## src/rtl/pulse_pkg.sv

```systemverilog
// Shared types and default widths for the pulse discriminator and the event packer.
package pulse_pkg;

   localparam int unsigned DEF_DATA_W  = 14;
   localparam int unsigned DEF_TOT_W   = 12;
   localparam int unsigned DEF_TS_W    = 32;
   localparam int unsigned DEF_HOLDOFF = 8;

   typedef enum logic [1:0] {
      ST_IDLE  = 2'd0,
      ST_PULSE = 2'd1,
      ST_HOLD  = 2'd2
   } state_e;

   // Event payload as seen by the event packer (default widths).
   typedef struct packed {
      logic [DEF_DATA_W-1:0] peak;
      logic [DEF_TOT_W-1:0]  tot;
      logic [DEF_TS_W-1:0]   ts;
   } pulse_evt_t;

endpackage

```

## src/rtl/pulse_evt_slot.sv

```systemverilog
// Single-entry registered valid/ready output slot; reports events lost to a full slot.
module pulse_evt_slot #(
   parameter int unsigned W = 8
) (
   input  logic         clk,
   input  logic         rst_n,
   input  logic         load,
   input  logic [W-1:0] load_data,
   input  logic         ready,
   output logic         valid,
   output logic [W-1:0] data,
   output logic         drop_c
);

   logic         valid_q, valid_d;
   logic [W-1:0] data_q, data_d;
   logic         accept;

   // A slot being drained this cycle can take a new event in the same cycle.
   always_comb begin
      valid_d = valid_q;
      data_d  = data_q;
      drop_c  = 1'b0;
      accept  = valid_q && ready;
      if (load && (!valid_q || accept)) begin
         valid_d = 1'b1;
         data_d  = load_data;
      end else begin
         if (load) drop_c = 1'b1;
         if (accept) valid_d = 1'b0;
      end
   end

   always_ff @(posedge clk or negedge rst_n) begin
      if (!rst_n) begin
         valid_q <= 1'b0;
         data_q  <= '0;
      end else begin
         valid_q <= valid_d;
         data_q  <= data_d;
      end
   end

   assign valid = valid_q;
   assign data  = data_q;

endmodule

```

## src/rtl/pulse_peak_detector.sv

```systemverilog
// Threshold/hysteresis pulse discriminator with holdoff; emits peak, ToT and crossing timestamp.
module pulse_peak_detector
   import pulse_pkg::*;
#(
   parameter int unsigned DATA_W  = DEF_DATA_W,
   parameter int unsigned TOT_W   = DEF_TOT_W,
   parameter int unsigned TS_W    = DEF_TS_W,
   parameter int unsigned HOLDOFF = DEF_HOLDOFF
) (
   input  logic              clk,
   input  logic              rst_n,
   input  logic              enable,
   input  logic              sample_valid,
   input  logic [DATA_W-1:0] sample,
   input  logic [DATA_W-1:0] threshold,
   input  logic [DATA_W-1:0] hysteresis,
   output logic              evt_valid,
   input  logic              evt_ready,
   output logic [DATA_W-1:0] evt_peak,
   output logic [TOT_W-1:0]  evt_tot,
   output logic [TS_W-1:0]   evt_ts,
   output logic [15:0]       drop_cnt,
   output logic              busy
);

   localparam int unsigned HC_W = (HOLDOFF > 0) ? $clog2(HOLDOFF + 1) : 1;
   localparam int unsigned P_W  = DATA_W + TOT_W + TS_W;

   state_e            state_q, state_d;
   logic [DATA_W-1:0] thr_q, thr_d;
   logic [DATA_W-1:0] hys_q, hys_d;
   logic [DATA_W-1:0] peak_q, peak_d;
   logic [TOT_W-1:0]  tot_q, tot_d;
   logic [TS_W-1:0]   ts_lat_q, ts_lat_d;
   logic [TS_W-1:0]   ts_q, ts_d;
   logic [HC_W-1:0]   hcnt_q, hcnt_d;
   logic [15:0]       drop_q, drop_d;
   logic              busy_q, busy_d;

   logic              offer;
   logic              trail;
   logic              drop_c;
   logic [P_W-1:0]    slot_data;

   // Trailing edge compared one bit wider so sample + hysteresis cannot wrap.
   assign trail = ({1'b0, sample} + {1'b0, hys_q}) < {1'b0, thr_q};

   always_comb begin
      state_d  = state_q;
      thr_d    = thr_q;
      hys_d    = hys_q;
      peak_d   = peak_q;
      tot_d    = tot_q;
      ts_lat_d = ts_lat_q;
      hcnt_d   = hcnt_q;
      drop_d   = drop_q;
      offer    = 1'b0;
      ts_d     = ts_q + TS_W'(1);

      case (state_q)
         ST_IDLE: begin
            if (sample_valid && enable && (sample >= threshold)) begin
               state_d  = ST_PULSE;
               thr_d    = threshold;
               hys_d    = hysteresis;
               peak_d   = sample;
               tot_d    = TOT_W'(1);
               ts_lat_d = ts_q;
            end
         end
         ST_PULSE: begin
            if (sample_valid) begin
               // A full ToT counter ends the pulse even if the sample is still above the trail level.
               if (trail || (tot_q == '1)) begin
                  offer = 1'b1;
                  if (HOLDOFF == 0) begin
                     state_d = ST_IDLE;
                  end else begin
                     state_d = ST_HOLD;
                     hcnt_d  = HC_W'(HOLDOFF);
                  end
               end else begin
                  if (sample > peak_q) peak_d = sample;
                  tot_d = tot_q + TOT_W'(1);
               end
            end
         end
         ST_HOLD: begin
            if (sample_valid) begin
               hcnt_d = hcnt_q - HC_W'(1);
               if (hcnt_q == HC_W'(1)) state_d = ST_IDLE;
            end
         end
         default: state_d = ST_IDLE;
      endcase

      if (drop_c && (drop_q != 16'hFFFF)) drop_d = drop_q + 16'd1;
      busy_d = (state_d != ST_IDLE);
   end

   always_ff @(posedge clk or negedge rst_n) begin
      if (!rst_n) begin
         state_q  <= ST_IDLE;
         thr_q    <= '0;
         hys_q    <= '0;
         peak_q   <= '0;
         tot_q    <= '0;
         ts_lat_q <= '0;
         ts_q     <= '0;
         hcnt_q   <= '0;
         drop_q   <= '0;
         busy_q   <= 1'b0;
      end else begin
         state_q  <= state_d;
         thr_q    <= thr_d;
         hys_q    <= hys_d;
         peak_q   <= peak_d;
         tot_q    <= tot_d;
         ts_lat_q <= ts_lat_d;
         ts_q     <= ts_d;
         hcnt_q   <= hcnt_d;
         drop_q   <= drop_d;
         busy_q   <= busy_d;
      end
   end

   pulse_evt_slot #(
      .W (P_W)
   ) u_slot (
      .clk       (clk),
      .rst_n     (rst_n),
      .load      (offer),
      .load_data ({peak_q, tot_q, ts_lat_q}),
      .ready     (evt_ready),
      .valid     (evt_valid),
      .data      (slot_data),
      .drop_c    (drop_c)
   );

   assign {evt_peak, evt_tot, evt_ts} = slot_data;
   assign drop_cnt = drop_q;
   assign busy     = busy_q;

endmodule

```

## config.mk

```make
export PLATFORM = sky130hd
export DESIGN_NAME = pulse_peak_detector
export DESIGN_NICKNAME = d
export VERILOG_FILES = /design/src/rtl/pulse_pkg.sv /design/src/rtl/pulse_evt_slot.sv /design/src/rtl/pulse_peak_detector.sv
export SDC_FILE = /design/constraint.sdc
export NUM_CORES = 1
export LEC_CHECK = 0
export ABC_AREA = 1
export CORE_AREA = 2 2 157 159
export CTS_BUF_LIST = sky130_fd_sc_hd__clkbuf_4 sky130_fd_sc_hd__clkbuf_8
export DETAILED_ROUTE_END_ITERATION = 7
export DIE_AREA = 0 0 159 161
export PLACE_DENSITY = 0.63
export SLEW_MARGIN = 20
export SYNTH_ARGS = -nofsm -noshare
export SYNTH_HDL_FRONTEND = slang
export SYNTH_SLANG_ARGS = --single-unit
```

## constraint.sdc

```tcl
create_clock -name clk -period 4.8 [get_ports clk]
set_input_delay 1.2 -clock clk [delete_from_list [all_inputs] [get_ports clk]]
set_output_delay 1.2 -clock clk [all_outputs]
set_load 0.02 [all_outputs]
```

==> flow_metrics.tcl <==
set metrics [dict create \
    status "completed" \
    met1_usage_pct 25.6 \
    arrival_ns 4.78 \
    p_leak_nw 6.35 \
    endpoint_kind "register" \
    use_met3_pct 3.08 \
    drc 0 \
    grt_pass1_vias 7747 \
    vias_per_cell 4.69 \
    num_vias 7970 \
    required_ns 5.20 \
    cts_root_buf "clkbuf_8" \
    antenna_found_initial 1 \
    fp.dieArea_mm2 0.0256 \
    cap_violations 0 \
    slew_headroom_pct 34.2 \
    start_kind "input pin" \
    start_util_pct 44.0 \
    grt_max_degree 88 \
    period_share_pct 91.1 \
    synthArstFlopShare_pct 100 \
    grt.met2_usage_pct 29.4 \
    routed_wl_um 22300 \
    placed_cells 1668 \
    r2r-start "hys_q[4]$_DFFE_PN0P_" \
    min_period_ns 4.37 \
    synth_fp_nets 1338 \
    syn_to_final_growth_pct 20.3 \
    synth_cells 1230 \
    die_w_um 159 \
    hp-start "ts_q[16]$_DFF_PN0_" \
    ir_drop_mv 0.430 \
    dieHeight_um 161 \
    ys_seq_area_share_pct 47.5 \
    clkTransAtPathRegs_ns 0.12 \
    synthFlopType "dfrtp_1" \
    finalHoldViolations 0 \
    layout_common_cells "357 x nand2_1, 200 x dfrtp_1, 179 x inv_1" \
    hold_class "reg -> reg" \
    crit_start "sample[6]" \
    synth_warnings 0 \
    clk_path_buf_depth 2 \
    netlist_area_mm2 0.0105 \
    grt.overflow.total 0 \
    holdBufCountCts 0 \
    gr-max-usage-layer "met2" \
    cts_resized 0 \
    reg2regPathDepth 23 \
    hpwl_um 16600 \
    worst_pin_slew_ns 0.981 \
    clk_latency_ns 0.47 \
    crit_fanout 34 \
    rsz0062_at_grt "false" \
    h-tree-depth 4 \
    finalPower_mw 7.71 \
    ant_nets 0 \
    ios 123 \
    ys_types 42 \
    fin_ws_ns 0.426 \
    drive_gt1_share_pct 8.72 \
    grtUsageTotal_pct 18.2 \
    final_common_cell "nand2_1" \
    avgSynthCellArea_um2 8.57 \
    drt_iter0_markers 494 \
    nNetsFinal 1471 \
    ys_seq_elements 200 \
    worst_hold_slack_ns 0.479 \
    postCtsSetupBuffers 0 \
    finalMaxSlewViolations 0 \
    synth_edf_count 0 \
    post-route-util_pct 52.9 \
    cts_tree "yes" \
    grt_pass1_wl_um 38200 \
    pre_cts_slack_ns -0.0803 \
    rows 57 \
    clock_skew_ns 0.0219 \
    place.gp.congestion 0.856 \
    cts.sinks 200 \
    p_per_area_mw_per_mm2 608 \
    core_mm2 0.0240 \
    drt-pass1-iter-count 4 \
    final_cells 1701 \
    setup_viol 0 \
    worstSetupPathType "in -> reg" \
    min_path_cells 1 \
    cts_made_buffers 17 \
    wl_per_cell_um 13.1 \
    max_freq_ghz 0.229 \
    io_buffers 122 \
]
path summary, 6_finish.rpt:
kind,to,slack [ns]
setup / recovery,hys_q[3]$_DFFE_PN0P_,0.43
hold / removal,ts_q[16]$_DFF_PN0_,0.48
setup reg to reg,hys_q[3]$_DFFE_PN0P_,1.24
hold reg to reg,ts_q[16]$_DFF_PN0_,0.48
max in group asynchronous,ts_q[6]$_DFF_PN0_,3.09
min in group asynchronous,u_slot.data[46]$_DFFE_PN0P_,0.75
layer usage:
layer | up-vias | share of wire [%]
li1 | 4163 | -
met3 | 18 | 3.2
met4 | 0 | 1.3
met5 | - | 0
met1 | 3688 | 50
met2 | 101 | 45
where the power goes:
part | switching, mW | total [mW] | leakage, nW | internal (mW)
logic | 2.55 | 4.14 | 3.55 | 1.59
registers | 0.304 | 2.42 | 2.58 | 2.12
clock network | 0.695 | 1.15 | 0.214 | 0.453
logic make-up (layout without fill, tap and decap cells):
group | count (synthesis) | count (layout) | synth area share [%]
buffers and inverters | 215 | 361 | 8.62
AND/OR/NAND/NOR | 525 | 525 | 22.0
AO/OA/AOI/OAI | 170 | 170 | 9.74
other | 0 | 1 | 0
flip-flops | 200 | 200 | 47.5
XOR/XNOR | 59 | 59 | 4.90
adder cells (fa/ha/maj) | 61 | 61 | 7.31
flip-flops by register name, summed over array words and instances (netlist names):
name and cells:
u_slot.data 58, ts_lat_q 32, ts_q 32, drop_cnt 16, hys_q 14, peak_q 14
thr_q 14, tot_q 12, hcnt_q 4, state_q 2, busy 1, u_slot.valid 1
per-stage QoR:
step	instance area, um2	setup TNS [ns]
6_report	12700	0
3_5_place_dp	12200	-3.73
3_3_place_gp	12200	-1.25
4_1_cts	12700	0
2_1_floorplan	10500	0
5_1_grt	12700	0
cell usage after synthesis, types with 6 or more instances:
| cell | count | share of area [%] |
|---|---|---|
| nor2_1 | 47 | 1.7 |
| nor3_1 | 23 | 1.1 |
| xor2_1 | 53 | 4.4 |
| nand2_1 | 357 | 13 |
| nand4_1 | 6 | 0.36 |
| clkbuf_1 | 9 | 0.32 |
| a21oi_1 | 22 | 1.0 |
| nand3_1 | 57 | 2.7 |
| buf_2 | 9 | 0.43 |
| o21bai_1 | 18 | 1.3 |
| dfrtp_1 | 200 | 47 |
| xnor2_1 | 6 | 0.50 |
| o21ai_0 | 34 | 1.6 |
| inv_1 | 179 | 6.4 |
| buf_4 | 6 | 0.43 |
| ha_1 | 60 | 7.1 |
| buf_6 | 9 | 0.96 |
| o21ai_2 | 30 | 2.5 |
| o21ai_1 | 58 | 2.8 |
worst max-delay path, cell delays in order:
cell and delay, ns:
clkdlybuf4s50_1 0.49, ha_1 0.39, nand2_1 0.09, nor3_1 0.12
nand2_1 0.07, nand3_1 0.11, nand2_1 0.07, a21oi_1 0.17
nand2_1 0.09, o21bai_1 0.16, xor2_1 0.17, ha_1 0.27
nand2_1 0.08, nand3_1 0.08, nor2_1 0.10, nand3_1 0.08
a21oi_2 0.16, nand2_4 0.09, nand2_8 0.09, nand2_4 0.09
nand3_4 0.19, buf_12 0.22, nand2_1 0.10, o21ai_2 0.06
layout make-up:
cell class / count / area [um2]
Fill cell: 2275 / 11300
Sequential cell: 200 / 5000
Multi-Input combinational cell: 815 / 4630
Timing Repair Buffer: 148 / 1520
Inverter: 181 / 679
Tap cell: 324 / 405
Clock buffer: 17 / 234
Clock inverter: 15 / 208
Antenna cell: 1 / 2.50
Power figures use the tool's default switching activity.
